**src/rtl/fifo_sr_write_arb_if.sv**
```systemverilog
// -----------------------------------------------------------------------------
// fifo_sr_write_arb_if
//
// Purpose : bundles the requester side and the FIFO write side of the
//           single-port FIFO write arbiter into one interface.
//
// Signals :
//   req         [FLUX]             per-requester request
//   req_data    [FLUX*DATA_WIDTH]  flattened payloads, slice i = [i*DW +: DW]
//   flow_en     [FLUX]             per-flow enable mask
//   gnt         [FLUX]             same-cycle acceptance, one-hot or zero
//   fifo_din    [DATA_WIDTH+IDW]   registered FIFO word {flow id, payload}
//   fifo_write  [1]                registered FIFO write strobe
//   fifo_full   [FLUX]             per-flow full flags from the FIFO
//   write_count [32]               total words written since reset
//
// Modports:
//   master : requesters plus FIFO model (drives req/data/enables/full)
//   slave  : the arbiter itself
// -----------------------------------------------------------------------------
interface fifo_sr_write_arb_if #(
    parameter int DATA_WIDTH = 32,
    parameter int FLUX       = 4
);
    localparam int IDW = $clog2(FLUX);

    logic [FLUX-1:0]            req;
    logic [FLUX*DATA_WIDTH-1:0] req_data;
    logic [FLUX-1:0]            flow_en;
    logic [FLUX-1:0]            gnt;
    logic [DATA_WIDTH+IDW-1:0]  fifo_din;
    logic                       fifo_write;
    logic [FLUX-1:0]            fifo_full;
    logic [31:0]                write_count;

    modport master (
        output req,
        output req_data,
        output flow_en,
        output fifo_full,
        input  gnt,
        input  fifo_din,
        input  fifo_write,
        input  write_count
    );

    modport slave (
        input  req,
        input  req_data,
        input  flow_en,
        input  fifo_full,
        output gnt,
        output fifo_din,
        output fifo_write,
        output write_count
    );
endinterface : fifo_sr_write_arb_if

```
**src/rtl/fifo_sr_write_arb.sv**
```systemverilog
// -----------------------------------------------------------------------------
// fifo_sr_write_arb
//
// Purpose : round-robin arbiter that merges FLUX requesters onto the single
//           write port of a multi-flow FIFO. Each accepted payload is written
//           one cycle after its grant, tagged with its flow id in the top IDW
//           bits of the FIFO word. A flow whose previous word is still on the
//           write port is skipped, so one flow writes at most every other
//           cycle while several flows together keep the port busy every cycle.
//
// Ports   :
//   clk   input   single clock, rising edge
//   rst   input   synchronous reset, active low
//   bus   slave   fifo_sr_write_arb_if (requests, grants, FIFO write port,
//                 full flags, write counter)
// -----------------------------------------------------------------------------
module fifo_sr_write_arb #(
    parameter int DATA_WIDTH = 32,
    parameter int FLUX       = 4
) (
    input  logic                 clk,
    input  logic                 rst,
    fifo_sr_write_arb_if.slave   bus
);
    localparam int IDW = $clog2(FLUX);

    typedef logic [IDW-1:0]            id_t;
    typedef logic [DATA_WIDTH-1:0]     payload_t;
    typedef logic [DATA_WIDTH+IDW-1:0] word_t;

    // ---------------------------------------------------------------------
    // State
    // ---------------------------------------------------------------------
    word_t       fifo_din_q,    fifo_din_d;
    logic        fifo_write_q,  fifo_write_d;
    id_t         ptr_q,         ptr_d;
    logic [31:0] write_count_q, write_count_d;

    // ---------------------------------------------------------------------
    // Arbitration signals
    // ---------------------------------------------------------------------
    logic [FLUX-1:0] inflight;
    logic [FLUX-1:0] eligible;
    logic [FLUX-1:0] gnt;
    logic            grant_vld;
    id_t             grant_id;
    payload_t        grant_payload;

    // A flow is in flight while its word sits on the write port: the FIFO's
    // full flag does not yet account for it, so granting the same flow again
    // this cycle could overrun a nearly-full queue.
    always_comb begin
        for (int i = 0; i < FLUX; i++) begin
            inflight[i] = fifo_write_q && (fifo_din_q[DATA_WIDTH +: IDW] == id_t'(i));
        end
    end

    // Reset gates eligibility so no grant can be shown while rst is low.
    always_comb begin
        if (!rst) begin
            eligible = '0;
        end else begin
            eligible = bus.req & bus.flow_en & ~bus.fifo_full & ~inflight;
        end
    end

    // Round-robin search starting at ptr_q and wrapping modulo FLUX. The
    // explicit modulo keeps ids below FLUX when FLUX is not a power of two.
    // NOTE: every variable written in a combinational block gets a default
    // before any conditional assignment; otherwise a latch is inferred.
    always_comb begin
        id_t idx;
        idx       = '0;
        grant_vld = 1'b0;
        grant_id  = '0;
        for (int off = 0; off < FLUX; off++) begin
            idx = id_t'((int'(ptr_q) + off) % FLUX);
            if (!grant_vld && eligible[idx]) begin
                grant_vld = 1'b1;
                grant_id  = idx;
            end
        end
    end

    always_comb begin
        gnt = '0;
        if (grant_vld) begin
            gnt[grant_id] = 1'b1;
        end
    end

    assign grant_payload = bus.req_data[int'(grant_id)*DATA_WIDTH +: DATA_WIDTH];

    // ---------------------------------------------------------------------
    // Next-state logic
    // ---------------------------------------------------------------------
    always_comb begin
        ptr_d         = ptr_q;
        fifo_write_d  = 1'b0;
        fifo_din_d    = fifo_din_q;
        write_count_d = write_count_q;

        if (grant_vld) begin
            // Pointer moves just past the winner so it becomes lowest priority.
            ptr_d         = (int'(grant_id) == FLUX-1) ? id_t'(0) : grant_id + id_t'(1);
            fifo_write_d  = 1'b1;
            fifo_din_d    = {grant_id, grant_payload};
            // Counter advances together with the strobe, so it reads as the
            // number of words presented so far, including the current one.
            write_count_d = write_count_q + 32'd1;
        end
    end

    // ---------------------------------------------------------------------
    // State register
    // ---------------------------------------------------------------------
    // NOTE: sequential state uses non-blocking assignments so every register
    // samples the pre-edge value of every other, independent of block order.
    always_ff @(posedge clk) begin
        if (!rst) begin
            // A word registered before reset is dropped, never written.
            fifo_din_q    <= '0;
            fifo_write_q  <= 1'b0;
            ptr_q         <= '0;
            write_count_q <= '0;
        end else begin
            fifo_din_q    <= fifo_din_d;
            fifo_write_q  <= fifo_write_d;
            ptr_q         <= ptr_d;
            write_count_q <= write_count_d;
        end
    end

    // ---------------------------------------------------------------------
    // Outputs
    // ---------------------------------------------------------------------
    assign bus.gnt         = gnt;
    assign bus.fifo_din    = fifo_din_q;
    assign bus.fifo_write  = fifo_write_q;
    assign bus.write_count = write_count_q;

endmodule : fifo_sr_write_arb

```
**src/flat_wrapper.sv**
```systemverilog
// flat-port wrapper written by rule: the top's interface ports become plain ports
module fifo_sr_write_arb_flat 
#(
    parameter int DATA_WIDTH = 32,
    parameter int FLUX       = 4
)
  (clk, rst, bus_req, bus_req_data, bus_flow_en, bus_fifo_full, bus_gnt, bus_fifo_din, bus_fifo_write, bus_write_count);
  fifo_sr_write_arb_if #(.DATA_WIDTH(DATA_WIDTH), .FLUX(FLUX)) bus_i ();
  input  logic clk;
  input  logic rst;
  input wire logic [$bits(bus_i.req)-1:0] bus_req;
  input wire logic [$bits(bus_i.req_data)-1:0] bus_req_data;
  input wire logic [$bits(bus_i.flow_en)-1:0] bus_flow_en;
  input wire logic [$bits(bus_i.fifo_full)-1:0] bus_fifo_full;
  output wire logic [$bits(bus_i.gnt)-1:0] bus_gnt;
  output wire logic [$bits(bus_i.fifo_din)-1:0] bus_fifo_din;
  output wire logic [$bits(bus_i.fifo_write)-1:0] bus_fifo_write;
  output wire logic [$bits(bus_i.write_count)-1:0] bus_write_count;
  assign bus_i.req = bus_req;
  assign bus_i.req_data = bus_req_data;
  assign bus_i.flow_en = bus_flow_en;
  assign bus_i.fifo_full = bus_fifo_full;
  assign bus_gnt = bus_i.gnt;
  assign bus_fifo_din = bus_i.fifo_din;
  assign bus_fifo_write = bus_i.fifo_write;
  assign bus_write_count = bus_i.write_count;
  fifo_sr_write_arb #(.DATA_WIDTH(DATA_WIDTH), .FLUX(FLUX)) u_core (.clk(clk), .rst(rst), .bus(bus_i));
endmodule
```
**config.mk**
```make
export PLATFORM = sky130hd
export DESIGN_NAME = fifo_sr_write_arb_flat
export DESIGN_NICKNAME = d
export VERILOG_FILES = /design/src/rtl/fifo_sr_write_arb_if.sv /design/src/rtl/fifo_sr_write_arb.sv /design/src/flat_wrapper.sv
export SDC_FILE = /design/constraint.sdc
export NUM_CORES = 1
export LEC_CHECK = 0
export CAP_MARGIN = 15
export CORE_MARGIN = 2
export CORE_UTILIZATION = 41
export CTS_CLUSTER_SIZE = 30
export DETAILED_ROUTE_END_ITERATION = 8
export GPL_TIMING_DRIVEN = 1
export PLACE_DENSITY = 0.88
export SYNTH_ARGS = -nofsm -noshare
export SYNTH_HDL_FRONTEND = slang
export SYNTH_SLANG_ARGS = --single-unit
```
**constraint.sdc**
```tcl
create_clock -name clk -period 3.5 [get_ports clk]
set_input_delay 0.7 -clock clk [delete_from_list [all_inputs] [get_ports clk]]
set_output_delay 0.7 -clock clk [all_outputs]
set_load 0.01 [all_outputs]
```
# Yosys cells after proc, flatten, opt, wreduce, memory -nomap -nowiden
# Cells that the tools add are included.
dict set report op_classes {
  n_mux 22
  shifts 1
  n_eq_ne 4
  add_sub_neg 5
  n_lt_le_gt_ge 6
  n_reduce_logical 12
  bitwise_logic 5
}
# cell n
set ops {}
lappend ops {{indexed part select 128 x 8 -> 32 bit} 1}
lappend ops {{adder 32 x 1 -> 32 bit (second input constant)} 1}
lappend ops {{< comparator 2 x 3 -> 1 bit (second input constant)} 5}
lappend ops {{bitwise AND 4 bit} 3}
lappend ops {{2-to-1 mux 1 bit} 10}
lappend ops {{2-to-1 mux 2 bit} 5}
lappend ops {{binary-select mux 1 bit (select 2 bit)} 4}
lappend ops {{logical AND 1 bit} 8}
lappend ops {{2-to-1 mux 4 bit} 2}
lappend ops {{NOT 4 bit} 2}
lappend ops {{adder 2 x 1 -> 2 bit (second input constant)} 2}
lappend ops {{adder 2 bit (second input constant)} 2}
lappend ops {{equality test 2 x 1 -> 1 bit (second input constant)} 2}
lappend ops {{equality test 2 bit (second input constant)} 2}
lappend ops {{zero test 1 bit} 3}
lappend ops {{demux 1 bit (select 2 bit)} 1}
lappend ops {{>= comparator 2 x 1 -> 1 bit (second input constant)} 1}
lappend ops {{zero test 2 bit} 1}
dict set report word_totals {
  in_bits 142
  register_bits 69
  elab_cells 59
}

# Logic depth before layout (Yosys ltp)
dict set report logic_depth {
  depth_word 22
  depth_mapped 11
  ltp_nobuf 8
}

# Worst setup path after synthesis
# Ideal clock, no wire load.
dict set report synth_path {
  kind {input port to output port}
  startpoint {in bus_fifo_full[1]}
  endpoint {out bus_gnt[0]}
  stages 10
  t_required_ns 2.800
  slack_ns 0.181
  arrival_time_ns 2.619
  cell_sequence {and4b_1 -> buf_2 -> a2111oi_0 -> or4_1 -> buf_2 -> a22o_1 -> buf_6 -> buf_2 -> ha_1 -> and2_1}
}
dict set report synth_between {
  elab_chain_cells 21
  elab_cells_between_ends 32
  cone_classes {2 x order compare; 20 x mux; 3 x bitwise; 7 x reduce/logical}
}
# element line_no
set synth_lines {}
lappend synth_lines {{start, declared} flat_wrapper.sv:14} ;# input wire logic [$bits(bus_i.fifo_full)-1:0] bus_fifo_full;
lappend synth_lines {{NOT 4 bit (*)} fifo_sr_write_arb.sv:63} ;# eligible = bus.req & bus.flow_en & ~bus.fifo_full & ~inflight;
lappend synth_lines {{bitwise AND 4 bit (*) (2 in a row)} fifo_sr_write_arb.sv:63}
lappend synth_lines {{2-to-1 mux 4 bit (*)} fifo_sr_write_arb.sv:60} ;# if (!rst) begin
lappend synth_lines {{binary-select mux 1 bit (select 2 bit)} fifo_sr_write_arb.sv:78} ;# if (!grant_vld && eligible[idx]) begin
lappend synth_lines {{2-to-1 mux 1 bit (not written as such)} fifo_sr_write_arb.sv:78}
lappend synth_lines {{2-to-1 mux 1 bit} fifo_sr_write_arb.sv:78}
lappend synth_lines {{zero test 1 bit} fifo_sr_write_arb.sv:78}
lappend synth_lines {{logical AND 1 bit} fifo_sr_write_arb.sv:78}
lappend synth_lines {{[... 4 more ...]} -}
lappend synth_lines {{zero test 1 bit} fifo_sr_write_arb.sv:78}
lappend synth_lines {{logical AND 1 bit} fifo_sr_write_arb.sv:78}
lappend synth_lines {{2-to-1 mux 2 bit} fifo_sr_write_arb.sv:78}
lappend synth_lines {{< comparator 2 x 3 -> 1 bit (not written as such) or >= comparator 2 x 1 -> 1 bit (tied branches)} fifo_sr_write_arb.sv:88} ;# gnt[grant_id] = 1'b1;
lappend synth_lines {{logical AND 1 bit (not written as such)} fifo_sr_write_arb.sv:88}
lappend synth_lines {{2-to-1 mux 1 bit (not written as such)} fifo_sr_write_arb.sv:88}
lappend synth_lines {{demux 1 bit (select 2 bit)} -}
lappend synth_lines {{2-to-1 mux 4 bit (*)} fifo_sr_write_arb.sv:87} ;# if (grant_vld) begin
lappend synth_lines {{end, declared} flat_wrapper.sv:15} ;# output wire logic [$bits(bus_i.gnt)-1:0] bus_gnt;
# Mark *: on every way between the ends. The rest lies on a longest branch, timed or not. The select of a mux whose other input is x is not followed.

# Worst setup path in the final report
dict set report layout_path {
  startpoint {in bus_fifo_full[0]}
  endpoint {out bus_gnt[0]}
}
# Same word-level chain as after synthesis.

==> flow_summary.toml <==
[run_status]
status = "finished, final reports clean"

[yosys]
syn_avg_cell_area_um2 = 7.775
synth_seq_cells = 69
yosysSeqAreaShare_pct = 31.67
async_reset_ff_share_pct = 0
synth_warnings = 0
synthesis.nets = 708
synth_top_flop_cell = "dfxtp_1"
syn_inst = 561
synth.distinct_cells = 51
synth_edf_count = 0
netlist_area_um2 = 4362

[timing]
relSlewSlack_pct = 39.64
slew_viol_final = 0
whs_ps = 471.8
fin_crit_sh_pct = 96.67
min_period_ps = 3384
timing.final.hold_violations = 0
finClkSkew_ps = 11.55
setup_viol = 0
grt_setup_unrepaired = "false"
fmax_mhz = 295.5
worst_slew_pin_slew_ps = 902.0

[final_layout]
final_core_util_pct = 66.69
finalNonFillerCells = 902
fin_nets = 908
final_common_cell = "clkdlybuf4s50_1"
n_antenna_cell = 0
layout_common_cells = "clkdlybuf4s50_1, dfxtp_1, inv_1, a211oi_1, a221oi_1"
layout-drive-gt1-share_pct = 9.008
syn_to_final_growth_pct = 57.86
final_cell_area_um2 = 6885

[global_routing]
grt.met2_usage_pct = 45.84
overflow = 0
grt_pass1_vias = 4990
antenna_found_initial = 0
grt_max_degree = 58
grt.met3_usage_pct = 6.079
busiest_layer = "met2"
grt.total_usage_pct = 26.25
grt_pass1_wl_um = 24350
gr-usage-met1_pct = 31.60

[floorplanning]
core_um2 = 10320
die_w_um = 107.1
rows = 37
dieArea_um2 = 11480
die_h_um = 107.1
initial_core_util_pct = 42.25
io_pins = 213

[detailed_routing]
dr.pass1.iters = 5
route.detailed.drc = 0
viasPerCell = 5.898
wirelength_um = 15520
ant_nets = 0
num_vias = 5320
drtIter0Drc = 342
wl_per_cell_um = 17.21

[setup_path]
path_class = "in -> out"
critPathLaunchType = "input port"
arrival_ps = 2680
cp_data_required_time_ps = 2800
crit_slowest_cell = "or4_4"
crit_chain = "clkdlybuf4s50_1 -> nand4b_1 -> nor3_1 -> or4_4 -> a22o_4 -> ha_1 -> and2_1 -> buf_2"
max_stage_delay_ps = 550
cp_max_fo = 5
critPathTopFamily = "simple AND/OR/NAND/NOR gates"
critPathCaptureType = "output port"
worst-path-buf-inv = 2

[power]
power_frac_comb_pct = 27.5
p_per_area_nw_per_um2 = 323.1
seqPwrFrac_pct = 39.5
p_leak_uw = 0.002572
power_uw = 2225
swShare_pct = 28.60
vdd_drop_max_v = 0.0002113
internal_power_uw = 1588
p_switching_uw = 636.2
clock_power_share_pct = 33.0

[flow_run]
cap_violations = 0

[clock_network]
cts_buffers = 9
path_clk_slew_ps = 80
clock_latency_ps = 350
ctsHoldBuffers = 0
cts_root_buf = "clkbuf_8"
tritoncts = "done"
cts_buffer_depth = 2
htreeDepth = 3
cts_sinks = 69

[placed_design]
placed_cell_area_um2 = 6640
place.gp.congestion = 0.8844
port_buffers = 212
hpwl_um = 11460
dp_cells = 882

[worst_hold_path]
hp-class = "reg -> reg"
[metal layers]
layer  vias to the layer above  part of all wire [%]
met5                         -                     0
met4                         0                   1.7
met3                        32                   9.1
met2                       306                    51
met1                      2472                    38
li1                       2510                     -
[tightest hold or removal path, cell delays in order, from the launching register on]
cell and delay, ps:
dfxtp_1 310, nand3_1 60, o31ai_1 60
[what timing repair did]
action                     in CTS  in global routing
setup endpoints to repair       4                  0
setup buffers                   4                  0
gates resized for setup        29                  0
[final timing paths]
path                                              start                      end  slack (ps)  depth (start not counted)
worst max-delay path                   bus_fifo_full[0]               bus_gnt[0]         120                          8
worst min register to register  u_core.bus.fifo_din[27]  u_core.bus.fifo_din[27]         470                          2
worst max register to register  u_core.bus.fifo_din[32]   u_core.bus.fifo_din[2]         700                          9
worst min-delay path            u_core.bus.fifo_din[27]  u_core.bus.fifo_din[27]         470                          2
[cell type report]
cell class | count | area, um^2
Multi-Input combinational cell | 378 | 2559
Tap cell | 136 | 170.2
Sequential cell | 69 | 1381
Clock buffer | 10 | 127.6
Inverter | 59 | 224.0
Clock inverter | 6 | 93.84
Timing Repair Buffer | 244 | 2330
Fill cell | 852 | 3438
[metrics by stage]
| stage | worst slack (ps) | setup TNS [ps] |
|---|---|---|
| final | 116.4 | 0 |
| after global routing | 28.49 | 0 |
| after CTS | 127.8 | 0 |
| after detailed placement | -647.5 | -2416 |
| after global placement | -527.2 | -1984 |
| after floorplan | 181.1 | 0 |
[Yosys cell counts (all sizes together) (5+ instances only)]
cell	count	share of area, %
nor2	21	1.8
dfxtp	69	32
nor4	6	0.86
nand2	46	4.0
and2	5	0.72
xnor2	11	2.2
xor2	6	1.2
nand3	29	3.3
a311oi	13	2.6
o21ai	15	1.7
a221oi	51	10
a21oi	33	3.8
or3	13	1.9
o31ai	20	3.4
a211oi	52	8.9
buf	13	1.8
inv	58	5.0
clkbuf	42	3.6
ha	5	1.4
nand4	11	1.6
[flip-flops by register name, summed over array words and instances (netlist names)]
| signal | count |
|---|---|
| u_core.bus.fifo_din | 34 |
| u_core.bus.fifo_write | 1 |
| u_core.bus.write_count | 32 |
| u_core.ptr_q | 2 |
[power groups by stage]
| stage | Sequential (uW) | Combinational [uW] | Clock [uW] |
|---|---|---|---|
| after floorplan | 920 | 227 | 0 |
| after global placement | 895 | 593 | 0 |
| after detailed placement | 898 | 608 | 0 |
| after CTS | 880 | 612 | 739 |
| after global routing | 888 | 657 | 788 |
| final | 880 | 612 | 733 |
[logic make-up after synthesis]
| group | Yosys count | synth area share (%) |
|---|---|---|
| compound gates | 194 | 32.79 |
| simple gates | 162 | 20.17 |
| buf+inv | 114 | 10.53 |
| flops | 69 | 31.67 |
| xor+xnor | 17 | 3.414 |
| fa+ha+maj | 5 | 1.434 |
(Power assumes the default switching activity.)
